===== config.mk =====
export PLATFORM = sky130hd
export DESIGN_NAME = audio_sample_fifo_flat
export DESIGN_NICKNAME = d
export VERILOG_FILES = /design/src/rtl/audio_sample_fifo_pkg.sv /design/src/rtl/audio_sample_fifo_if.sv /design/src/rtl/audio_sample_fifo_ram.sv /design/src/rtl/audio_sample_fifo.sv /design/src/flat_wrapper.sv
export SDC_FILE = /design/constraint.sdc
export NUM_CORES = 2
export LEC_CHECK = 0
export BUFFER_PORTS_ARGS = -buffer_cell sky130_fd_sc_hd__buf_2
export CAP_MARGIN = 25
export CORE_MARGIN = 1.5
export CORE_UTILIZATION = 57
export CTS_CLUSTER_DIAMETER = 40
export DETAILED_ROUTE_END_ITERATION = 12
export PLACE_DENSITY = 0.76
export SYNTH_ARGS = -nofsm -noshare
export SYNTH_HDL_FRONTEND = slang
export SYNTH_SLANG_ARGS = --single-unit

===== constraint.sdc =====
create_clock -name clk -period 4.4 [get_ports clk]
set_clock_uncertainty 0.2 [all_clocks]
set_input_delay 0.44 -clock clk [delete_from_list [all_inputs] [get_ports clk]]
set_output_delay 0.44 -clock clk [all_outputs]
set_load 0.005 [all_outputs]

===== src/rtl/audio_sample_fifo_pkg.sv =====
// audio_pkg: shared definitions for the audio sample FIFO.
//   - default per-channel sample width
//   - Avalon register word addresses
//   - bit positions inside STATUS, CTRL and CMD
//   - layout of one stored stereo sample pair
package audio_pkg;

    localparam int DATA_W_DEF = 24;

    // Register word addresses (3-bit Avalon address)
    localparam logic [2:0] REG_LEFT   = 3'd0;
    localparam logic [2:0] REG_RIGHT  = 3'd1;
    localparam logic [2:0] REG_STATUS = 3'd2;
    localparam logic [2:0] REG_CTRL   = 3'd3;
    localparam logic [2:0] REG_DROPS  = 3'd4;
    localparam logic [2:0] REG_CMD    = 3'd5;

    // STATUS bits
    localparam int STATUS_EMPTY     = 0;
    localparam int STATUS_FULL      = 1;
    localparam int STATUS_OVERFLOW  = 2;
    localparam int STATUS_COUNT_LSB = 8;

    // CTRL bits
    localparam int CTRL_IRQ_EN      = 0;
    localparam int CTRL_THRESH_LSB  = 8;

    // CMD bits (self-clearing strobes)
    localparam int CMD_FLUSH        = 0;
    localparam int CMD_CLEAR_OVF    = 1;

    // One stored entry: left channel in the upper half, right in the lower
    typedef struct packed {
        logic [DATA_W_DEF-1:0] left;
        logic [DATA_W_DEF-1:0] right;
    } sample_pair_t;

endpackage


===== src/rtl/audio_sample_fifo_if.sv =====
// audio_sample_fifo_if: groups the I2S sample push port and the Avalon-MM
// slave port of the audio sample FIFO.
//   sample_valid/left/right : push side from the I2S decoder
//   chipselect/read/write/address/writedata : Avalon requests from the HPS
//   readdata : registered read data, irq : level interrupt
// master = I2S decoder + HPS side, slave = the FIFO.
interface audio_sample_fifo_if
    import audio_pkg::*;
#(
    parameter int DATA_W = DATA_W_DEF
);
    logic              sample_valid;
    logic [DATA_W-1:0] sample_left;
    logic [DATA_W-1:0] sample_right;
    logic              chipselect;
    logic              read;
    logic              write;
    logic [2:0]        address;
    logic [31:0]       writedata;
    logic [31:0]       readdata;
    logic              irq;

    modport master (
        output sample_valid, sample_left, sample_right,
        output chipselect, read, write, address, writedata,
        input  readdata, irq
    );

    modport slave (
        input  sample_valid, sample_left, sample_right,
        input  chipselect, read, write, address, writedata,
        output readdata, irq
    );
endinterface


===== src/rtl/audio_sample_fifo_ram.sv =====
// audio_sample_ram: DEPTH x WIDTH sample storage.
//   clk   : clock
//   we    : write enable, writes wdata at waddr on the rising edge
//   raddr : read address, rdata is combinational so the register read path
//           from head entry to readdata stays a single registered cycle
// Contents are not reset.
module audio_sample_ram #(
    parameter int WIDTH  = 48,
    parameter int DEPTH  = 64,
    parameter int ADDR_W = $clog2(DEPTH)
) (
    input  logic              clk,
    input  logic              we,
    input  logic [ADDR_W-1:0] waddr,
    input  logic [WIDTH-1:0]  wdata,
    input  logic [ADDR_W-1:0] raddr,
    output logic [WIDTH-1:0]  rdata
);
    logic [WIDTH-1:0] mem [DEPTH];

    always_ff @(posedge clk) begin
        if (we) begin
            mem[waddr] <= wdata;
        end
    end

    assign rdata = mem[raddr];
endmodule


===== src/rtl/audio_sample_fifo.sv =====
// audio_sample_fifo: buffers stereo PCM sample pairs from the I2S receiver
// and hands them to the HPS over an Avalon-MM slave with pop-on-read.
//   clk   : 50 MHz system clock
//   reset : asynchronous active-high reset
//   bus   : audio_sample_fifo_if.slave (sample push port, Avalon slave, irq)
// Reading RIGHT pops the head pair; LEFT is a non-destructive peek.
// Overflow is sticky and counted in a saturating 16-bit drop counter.
module audio_sample_fifo
    import audio_pkg::*;
#(
    parameter int DATA_W = DATA_W_DEF,
    parameter int DEPTH  = 64,
    localparam int ADDR_W = $clog2(DEPTH)
) (
    input  logic                 clk,
    input  logic                 reset,
    audio_sample_fifo_if.slave   bus
);
    localparam logic [ADDR_W:0] DEPTH_C = (ADDR_W + 1)'(DEPTH);

    logic [ADDR_W-1:0] wr_ptr_reg;
    logic [ADDR_W-1:0] rd_ptr_reg;
    logic [ADDR_W:0]   count_reg;
    logic              overflow_reg;
    logic [15:0]       drops_reg;
    logic              irq_en_reg;
    logic [7:0]        threshold_reg;
    logic [31:0]       readdata_reg;
    logic              irq_reg;
    logic [31:0]       readdata_next;

    logic [2*DATA_W-1:0] head_pair;
    logic [DATA_W-1:0]   head_left;
    logic [DATA_W-1:0]   head_right;
    logic [7:0]          count_ext;

    logic rd_sel, wr_sel, empty, full;
    logic pop, push_ok, overflow_event, flush, clear_ovf;

    // Bits of the write data bus that no register uses
    logic unused_wdata;
    assign unused_wdata = ^{bus.writedata[31:16], bus.writedata[7:2]};

    assign rd_sel    = bus.chipselect & bus.read;
    assign wr_sel    = bus.chipselect & bus.write;
    assign empty     = (count_reg == '0);
    assign full      = (count_reg == DEPTH_C);
    assign count_ext = 8'(count_reg);

    assign flush     = wr_sel && (bus.address == REG_CMD) && bus.writedata[CMD_FLUSH];
    assign clear_ovf = wr_sel && (bus.address == REG_CMD) && bus.writedata[CMD_CLEAR_OVF];
    assign pop       = rd_sel && (bus.address == REG_RIGHT) && !empty;

    // A pop on the same edge frees the slot, so a push into a full FIFO is
    // still accepted. A flush discards the push without counting a drop.
    assign push_ok        = bus.sample_valid && (!full || pop) && !flush;
    assign overflow_event = bus.sample_valid && full && !pop && !flush;

    audio_sample_ram #(
        .WIDTH  (2 * DATA_W),
        .DEPTH  (DEPTH),
        .ADDR_W (ADDR_W)
    ) u_ram (
        .clk   (clk),
        .we    (push_ok),
        .waddr (wr_ptr_reg),
        .wdata ({bus.sample_left, bus.sample_right}),
        .raddr (rd_ptr_reg),
        .rdata (head_pair)
    );

    assign head_left  = head_pair[2*DATA_W-1:DATA_W];
    assign head_right = head_pair[DATA_W-1:0];

    // Read mux sees pre-edge state; a same-cycle pop/push only moves
    // pointers and count at the edge that captures this value.
    always_comb begin
        readdata_next = '0;
        case (bus.address)
            REG_LEFT:   readdata_next = empty ? 32'h0 : 32'(head_left);
            REG_RIGHT:  readdata_next = empty ? 32'h0 : 32'(head_right);
            REG_STATUS: begin
                readdata_next[STATUS_EMPTY]    = empty;
                readdata_next[STATUS_FULL]     = full;
                readdata_next[STATUS_OVERFLOW] = overflow_reg;
                readdata_next[STATUS_COUNT_LSB +: 8] = count_ext;
            end
            REG_CTRL: begin
                readdata_next[CTRL_IRQ_EN]         = irq_en_reg;
                readdata_next[CTRL_THRESH_LSB +: 8] = threshold_reg;
            end
            REG_DROPS:  readdata_next = {16'h0, drops_reg};
            default:    readdata_next = '0;
        endcase
    end

    always_ff @(posedge clk or posedge reset) begin
        if (reset) begin
            wr_ptr_reg    <= '0;
            rd_ptr_reg    <= '0;
            count_reg     <= '0;
            overflow_reg  <= 1'b0;
            drops_reg     <= '0;
            irq_en_reg    <= 1'b0;
            threshold_reg <= '0;
            readdata_reg  <= '0;
            irq_reg       <= 1'b0;
        end else begin
            if (rd_sel) begin
                readdata_reg <= readdata_next;
            end

            irq_reg <= irq_en_reg && (count_ext >= threshold_reg) && (threshold_reg != 8'h0);

            if (flush) begin
                wr_ptr_reg <= '0;
                rd_ptr_reg <= '0;
                count_reg  <= '0;
            end else begin
                if (push_ok) wr_ptr_reg <= wr_ptr_reg + 1'b1;
                if (pop)     rd_ptr_reg <= rd_ptr_reg + 1'b1;
                if (push_ok && !pop)      count_reg <= count_reg + 1'b1;
                else if (!push_ok && pop) count_reg <= count_reg - 1'b1;
            end

            // An overflow on the clearing edge wins and restarts the count at 1
            if (overflow_event) begin
                overflow_reg <= 1'b1;
                if (clear_ovf)                drops_reg <= 16'h1;
                else if (drops_reg != 16'hFFFF) drops_reg <= drops_reg + 1'b1;
            end else if (clear_ovf) begin
                overflow_reg <= 1'b0;
                drops_reg    <= '0;
            end

            if (wr_sel && bus.address == REG_CTRL) begin
                irq_en_reg    <= bus.writedata[CTRL_IRQ_EN];
                threshold_reg <= bus.writedata[CTRL_THRESH_LSB +: 8];
            end
        end
    end

    assign bus.readdata = readdata_reg;
    assign bus.irq      = irq_reg;
endmodule


===== src/flat_wrapper.sv =====
// flat-port wrapper written by rule: the top's interface ports become plain ports
module audio_sample_fifo_flat import audio_pkg::*;
#(
    parameter int DATA_W = DATA_W_DEF,
    parameter int DEPTH  = 64,
    localparam int ADDR_W = $clog2(DEPTH)
)
  (clk, reset, bus_sample_valid, bus_sample_left, bus_sample_right, bus_chipselect, bus_read, bus_write, bus_address, bus_writedata, bus_readdata, bus_irq);
  audio_sample_fifo_if #(.DATA_W(DATA_W)) bus_i ();
  input  logic clk;
  input  logic reset;
  input wire logic [$bits(bus_i.sample_valid)-1:0] bus_sample_valid;
  input wire logic [$bits(bus_i.sample_left)-1:0] bus_sample_left;
  input wire logic [$bits(bus_i.sample_right)-1:0] bus_sample_right;
  input wire logic [$bits(bus_i.chipselect)-1:0] bus_chipselect;
  input wire logic [$bits(bus_i.read)-1:0] bus_read;
  input wire logic [$bits(bus_i.write)-1:0] bus_write;
  input wire logic [$bits(bus_i.address)-1:0] bus_address;
  input wire logic [$bits(bus_i.writedata)-1:0] bus_writedata;
  output wire logic [$bits(bus_i.readdata)-1:0] bus_readdata;
  output wire logic [$bits(bus_i.irq)-1:0] bus_irq;
  assign bus_i.sample_valid = bus_sample_valid;
  assign bus_i.sample_left = bus_sample_left;
  assign bus_i.sample_right = bus_sample_right;
  assign bus_i.chipselect = bus_chipselect;
  assign bus_i.read = bus_read;
  assign bus_i.write = bus_write;
  assign bus_i.address = bus_address;
  assign bus_i.writedata = bus_writedata;
  assign bus_readdata = bus_i.readdata;
  assign bus_irq = bus_i.irq;
  audio_sample_fifo #(.DATA_W(DATA_W), .DEPTH(DEPTH)) u_core (.clk(clk), .reset(reset), .bus(bus_i));
endmodule

-- Word level (Yosys, flattened, before mapping)
Memories as Yosys holds them, arrays and structs flattened.
Cells that the tools add are included.
- register bits after elaboration: 78
- bits in writable memories: 3072
- input port bits: 89
- output and inout bits: 33
- logic and storage cells: 77
- memories: 1
- memories (name ; words ; width ; read ports ; clocked after Yosys merged registers in ; wr ports ; line ; text):
    u_core.u_ram.mem ; 64 ; 48 ; 1 ; 0 ; 1 ; audio_sample_fifo_ram.sv:19 ; logic [WIDTH-1:0] mem [DEPTH];
- add/subtract/negate cells: 5
- magnitude comparators: 1
- equal/unequal tests: 7
- multiplexer cells: 22
- bitwise logic cells: 2
- reduce and logical (&&, ||, !) cells: 30
- operator list (cell ; count):
    $mux W16 ; 4
    $mux W24 ; 2
    $pmux W8 S5 ; 1
    $pmux W16 S2 ; 1
    $mux W6 ; 4
    $mux W7 ; 3
    $add A16 B1 Y16 const B ; 1
    $ne A16 B16 Y1 const B ; 1
    $logic_and A1 B1 Y1 ; 15
    $pmux W5 S3 ; 1
    $add A6 B1 Y6 const B ; 2
    $ge A7 B8 Y1 ; 1
    $pmux W2 S4 ; 1
    $reduce_bool A2 Y1 ; 4
    $reduce_bool A8 Y1 ; 1
    $add A7 B1 Y7 const B ; 1
    $eq A7 B7 Y1 const B ; 1
    $logic_not A7 Y1 ; 1
    $sub A7 B1 Y7 const B ; 1
    $eq A3 B2 Y1 const B ; 2
    $eq A3 B3 Y1 const B ; 2
    $logic_not A1 Y1 ; 5
    $pmux W1 S5 ; 1
    $mux W1 ; 4
    6 further kinds ; 7

-- Longest topological paths before layout
- word-level depth: 11
- mapped depth: 16
- mapped depth without buffers: 14

-- Cells and area by module
Synthesis repeated with hierarchy kept, for this count alone.
- cell total of the unflattened synthesis: 5355
- area, all modules: 120364.2 sq um
- modules (own cells, without submodules) (module ; instances ; cells each ; area each (sq um) ; seq. area each (sq um)):
    audio_sample_ram ; 1 ; 4922 ; 116156.4 ; 92248.5
    audio_sample_fifo ; 1 ; 433 ; 4207.8 ; 1751.7

-- Worst setup path after synthesis
OpenSTA, ideal clock, no wires.
- path type: input-to-reg
- start: in bus_address[1]
- end: mem u_core.u_ram.mem[58][0], enable pin
- data arrival time: 4.269 ns
- setup slack: -0.523 ns
- stages: 8
- cell sequence: clkbuf_1 -> or3b_2 -> clkbuf_1 -> nor2_1 -> o21ai_0 -> nor3_1 -> nand3b_1 -> nor2_1
- word-level cells in the longest chain between the ends: 8
- RTL lines (element ; line ; text):
    from (decl) ; flat_wrapper.sv:18 ; input wire logic [$bits(bus_i.address)-1:0] bus_address;
    $eq A3 B1 Y1 ; audio_sample_fifo.sv:52 ; assign pop = rd_sel && (bus.address == REG_RIGHT) && !empty;
    $logic_and A1 B1 Y1 (2 in a row) ; audio_sample_fifo.sv:52 ;
    $logic_or A1 B1 Y1 ; audio_sample_fifo.sv:56 ; assign push_ok = bus.sample_valid && (!full || pop) && !flush;
    $logic_and A1 B1 Y1 ; audio_sample_fifo.sv:56 ;
    $logic_and A1 B1 Y1 (*) ; audio_sample_fifo.sv:56 ;
    $mux W1 (*) ; audio_sample_fifo_ram.sv:22 ; if (we) begin
    $mux W1 (implied by the code) (*) ; audio_sample_fifo_ram.sv:23 ; mem[waddr] <= wdata;
    to (decl) ; audio_sample_fifo_ram.sv:19 ;
Every way passes the cells marked *; elsewhere a longest branch is shown, timed or not.

-- Final worst setup path
- start: reg u_core.rd_ptr_reg[2]
- end: reg u_core.readdata_reg[9], in the netlist u_core.bus.readdata[9]
- word-level cells in the longest chain between the ends: 3
- RTL lines (element ; line ; text):
    from (decl) ; audio_sample_fifo.sv:22 ; logic [ADDR_W-1:0] rd_ptr_reg;
    from (signal assigned) ; audio_sample_fifo.sv:121 ; if (pop) rd_ptr_reg <= rd_ptr_reg + 1'b1;
    $mem_v2 Z64 W48 (*) ; n/a ;
    $mux W24 (on tied branches) ; audio_sample_fifo.sv:81, audio_sample_fifo.sv:80 ;
    $pmux W8 S5 (*) ; audio_sample_fifo.sv:79 ; case (bus.address)
    to (signal assigned) ; audio_sample_fifo.sv:110 ; readdata_reg <= readdata_next;
    to (decl) ; audio_sample_fifo.sv:28 ; logic [31:0] readdata_reg;
Marks and branches as above.
A chain may end at the register's enable or synchronous reset.

==> out/qor.csv <==
stage,metric,value,unit
critical_path,FF-to-FF path depth,7,
floorplanning,Die Area,214000,um^2
clock_network,Worst-Skew Late Latency,0.99,ns
critical_path,R2R Setup Slk,0.17,ns
synth,Async SR Flop Fraction,0.0223,
floorplanning,Starting Density,0.574,
sta,min Tclk post-route,4.23,ns
clock_network,Num CTS Buffers,376,
critical_path,Worst path top cell family by delay,compound AO/OA/AOI/OAI gates,
critical_path,Crit path largest cell delay,0.92,ns
synth,Synth Area per Inst,22.8,um^2
sta,relative slew slack,0.190,
route,Vias/cell,7.29,
run_status,run status,"finished, final reports clean",
sta,Final period util,0.962,
placed_design,Port Buf Inserts,91,
finish,post-layout net count,5972,
synth,Yosys warnings,0,
global_route,vias in the first global route,64752,
finish,number of flip-flops in the largest register,3072,
route,Starting DRT DRC Count,11311,
sta,Tightest Pin Transition,1.22,ns
pwr,Power Density,606,nW/um^2
job,Max-Cap Viols,0,
synth,Cells after Synth,5293,
clock_network,CTS Buffer Depth,4,
route,DRC Markers,0,
synth,Post-Synthesis Cell Area,121000,um^2
sta,Final Slew Violations,0,
critical_path,Crit path arrival time,4.87,ns
route,final wirelength,368000,um
pwr,Lkg Pwr,44.4,nW
critical_path,"critical path, cell by cell",and2_4 -> nand2_1 -> o22ai_1 -> nor2_1 -> a22o_1 -> a2111oi_0 -> a31oi_1,
critical_path,Worst path depth,7,
sta,endpoints failing setup,0,
synth,Synth Register Bits,3142,
synth,"Seq/Total Area, Yosys",0.779,
sta,final hold slack,0.0287,ns
hold_path,HP Class,input pin to async pin,
critical_path,critical-path maximum fanout,27,
global_route,initial antenna violation count,27,
clock_network,H-tree Lvls,5,
clock_network,clk sink count,3142,
critical_path,CP endpoint kind,flip-flop,
floorplanning,IO Pins,122,
floorplanning,die height,463,um
clock_network,"Setup Fix Bufs, Post-CTS",0,
finish,synthesis-to-layout area growth,16.9,%
global_route,largest net degree at the start of global routing,89,
floorplanning,core area,210000,um^2
synth,Most used DFF post-synth,edfxtp_1,
placed_design,Post-DP HPWL,186000,um
finish,filler instances,12093,
finish,area of the multi-input gates,25800,um^2
synth,most instantiated library cell after synthesis,edfxtp_1,
clock_network,clk root buf,clkbuf_16,
clock_network,"Reg clk slew, reported paths",0.06,ns
placed_design,GP Congestion,0.865,
route,vias,65361,
synth,Post-synth EDFFs,3072,
route,drt first pass iters,6,
synth,top post-synthesis cells by count,"edfxtp_1 (3072), mux4_2 (823), nor2_1 (159)",
route,number of routed nets with antenna violations,0,
global_route,first-pass GRT wire length,506000,um
critical_path,crit path max-delay cell type,dfrtp_4,
sta,Setup TNS,0,ns
floorplanning,Rows,168,
sta,Fin. Hold Viols,0,
synth,post-synth cell types,69,
synth,Yosys top cell area share,0.765,
sta,FMAX,236,MHz
critical_path,worst r2r src,u_core.rd_ptr_reg[2],
finish,share of cells above drive strength 1,0.314,
pwr,"IR drop worst, VDD",543,uV
synth,Synth area leader,edfxtp_1,
route,wire per inst,41.0,um
critical_path,reg2reg end,u_core.bus.readdata[9],
critical_path,Critical Path Start Type,flip-flop,
clock_network,CTS tree,built,
finish,FF+latch area,94000,um^2
synth,Synth area leaders,"edfxtp_1 (76%), mux4_2 (15%), dfrtp_1 (1.5%), mux2i_1 (0.97%), nor2_1 (0.49%)",
critical_path,Buf/Inv on CP,0,
critical_path,Critical Path RT,5.03,ns
critical_path,WS Path Type,flip-flop to flip-flop,
floorplanning,die width,463,um
global_route,grt total ovfl,0,
global_route,GR Util All Layers,0.342,
sta,unrepaired setup endpoints after global routing,no,
## placed cells by master, fill, tap and decap left out, types with 12 or more instances in the layout
cell type	n
edfxtp_1	3072
mux4_2	823
clkbuf_16	383
buf_4	210
mux2i_1	117
buf_12	110
nand2_1	98
nor2_1	93
buf_2	91
a21oi_1	83
a22oi_1	71
dlygate4sd3_1	68
nor2_4	65
dfrtp_1	64
bufinv_16	48
clkbuf_1	48
o21ai_0	45
inv_6	39
clkinv_1	39
clkinv_4	37
nand3_1	32
clkinvlp_4	31
clkinv_2	28
o22ai_1	27
o221ai_1	25
a211oi_1	25
and3_1	21
a22o_1	21
a221oi_1	20
nand4_1	19
a31oi_1	17
ha_1	17
inv_1	16
nor2b_1	15
xor2_1	14
mux2_2	12
o211ai_1	12
nor3_1	12
## cell type report
| type | instances | share of cell area |
|---|---|---|
| repair buffers | 486 | 0.0359 |
| clock inverters | 234 | 0.0198 |
| well taps | 2805 | 0.0249 |
| clock buffers | 433 | 0.0694 |
| flip-flops and latches | 3142 | 0.667 |
| multi-input cells | 1841 | 0.183 |
| inverters | 18 | 0.000497 |
| diodes | 6 | 0.000106 |
## layer usage
layer  share of wire  global-route usage
met2            0.46               0.519
met4           0.063               0.181
met1            0.32               0.446
met3            0.15               0.109
met5         0.00058                   0
## report_power, final
group	switching (mW)	internal, mW	total [mW]
sequential	0.674	34.0	34.7
clock	12.7	18.9	31.6
combinational	10.4	8.73	19.1
total	23.8	61.7	85.4
## worst min-delay path, delay by kind of cell
kind / cells / cell delay (ns)
buf+inv: 3 / 1.30
## through the flow
stage	std cells	power (mW)	utilization	area, um^2	worst slack [ns]
global placement	8178	53.2	0.604	127000	-0.0341
global route	8961	87.3	0.672	141000	0.0307
CTS	8889	85.1	0.666	140000	0.0341
floorplan	5300	47.4	-	121000	-0.523
finish	8965	85.4	0.672	141000	0.167
detailed placement	8184	53.5	0.605	127000	0.0720
## cells by family after synthesis
logic type               synth area share
flip-flops                          0.779
multiplexers                        0.164
AND/OR/NAND/NOR                    0.0168
AO/OA/AOI/OAI                      0.0240
buffers and inverters              0.0118
XOR/XNOR                          0.00174
adder cells (fa/ha/maj)           0.00193
other                           0.0000311
## worst max-delay path by stage
stage	from	end	slack, ns
6_report	u_core.rd_ptr_reg[2]	u_core.bus.readdata[9]	0.17
5_1_grt	u_core.count_reg[1]	u_core.count_reg[6]	0.03
4_1_cts	u_core.count_reg[1]	u_core.count_reg[6]	0.03
3_5_place_dp	u_core.count_reg[1]	u_core.count_reg[6]	0.07
3_3_place_gp	u_core.count_reg[1]	u_core.count_reg[6]	-0.03
2_1_floorplan	bus_address[1]	u_core.u_ram.mem[58][0]	-0.52
## repair_timing
action / CTS / global route
endpoints found under the hold margin: 777 / 1811
setup endpoints to repair: 0 / 1
resized for setup: 0 / 2
hold buffers: 38 / 30
Note: power is estimated with default switching activity, not from simulation.
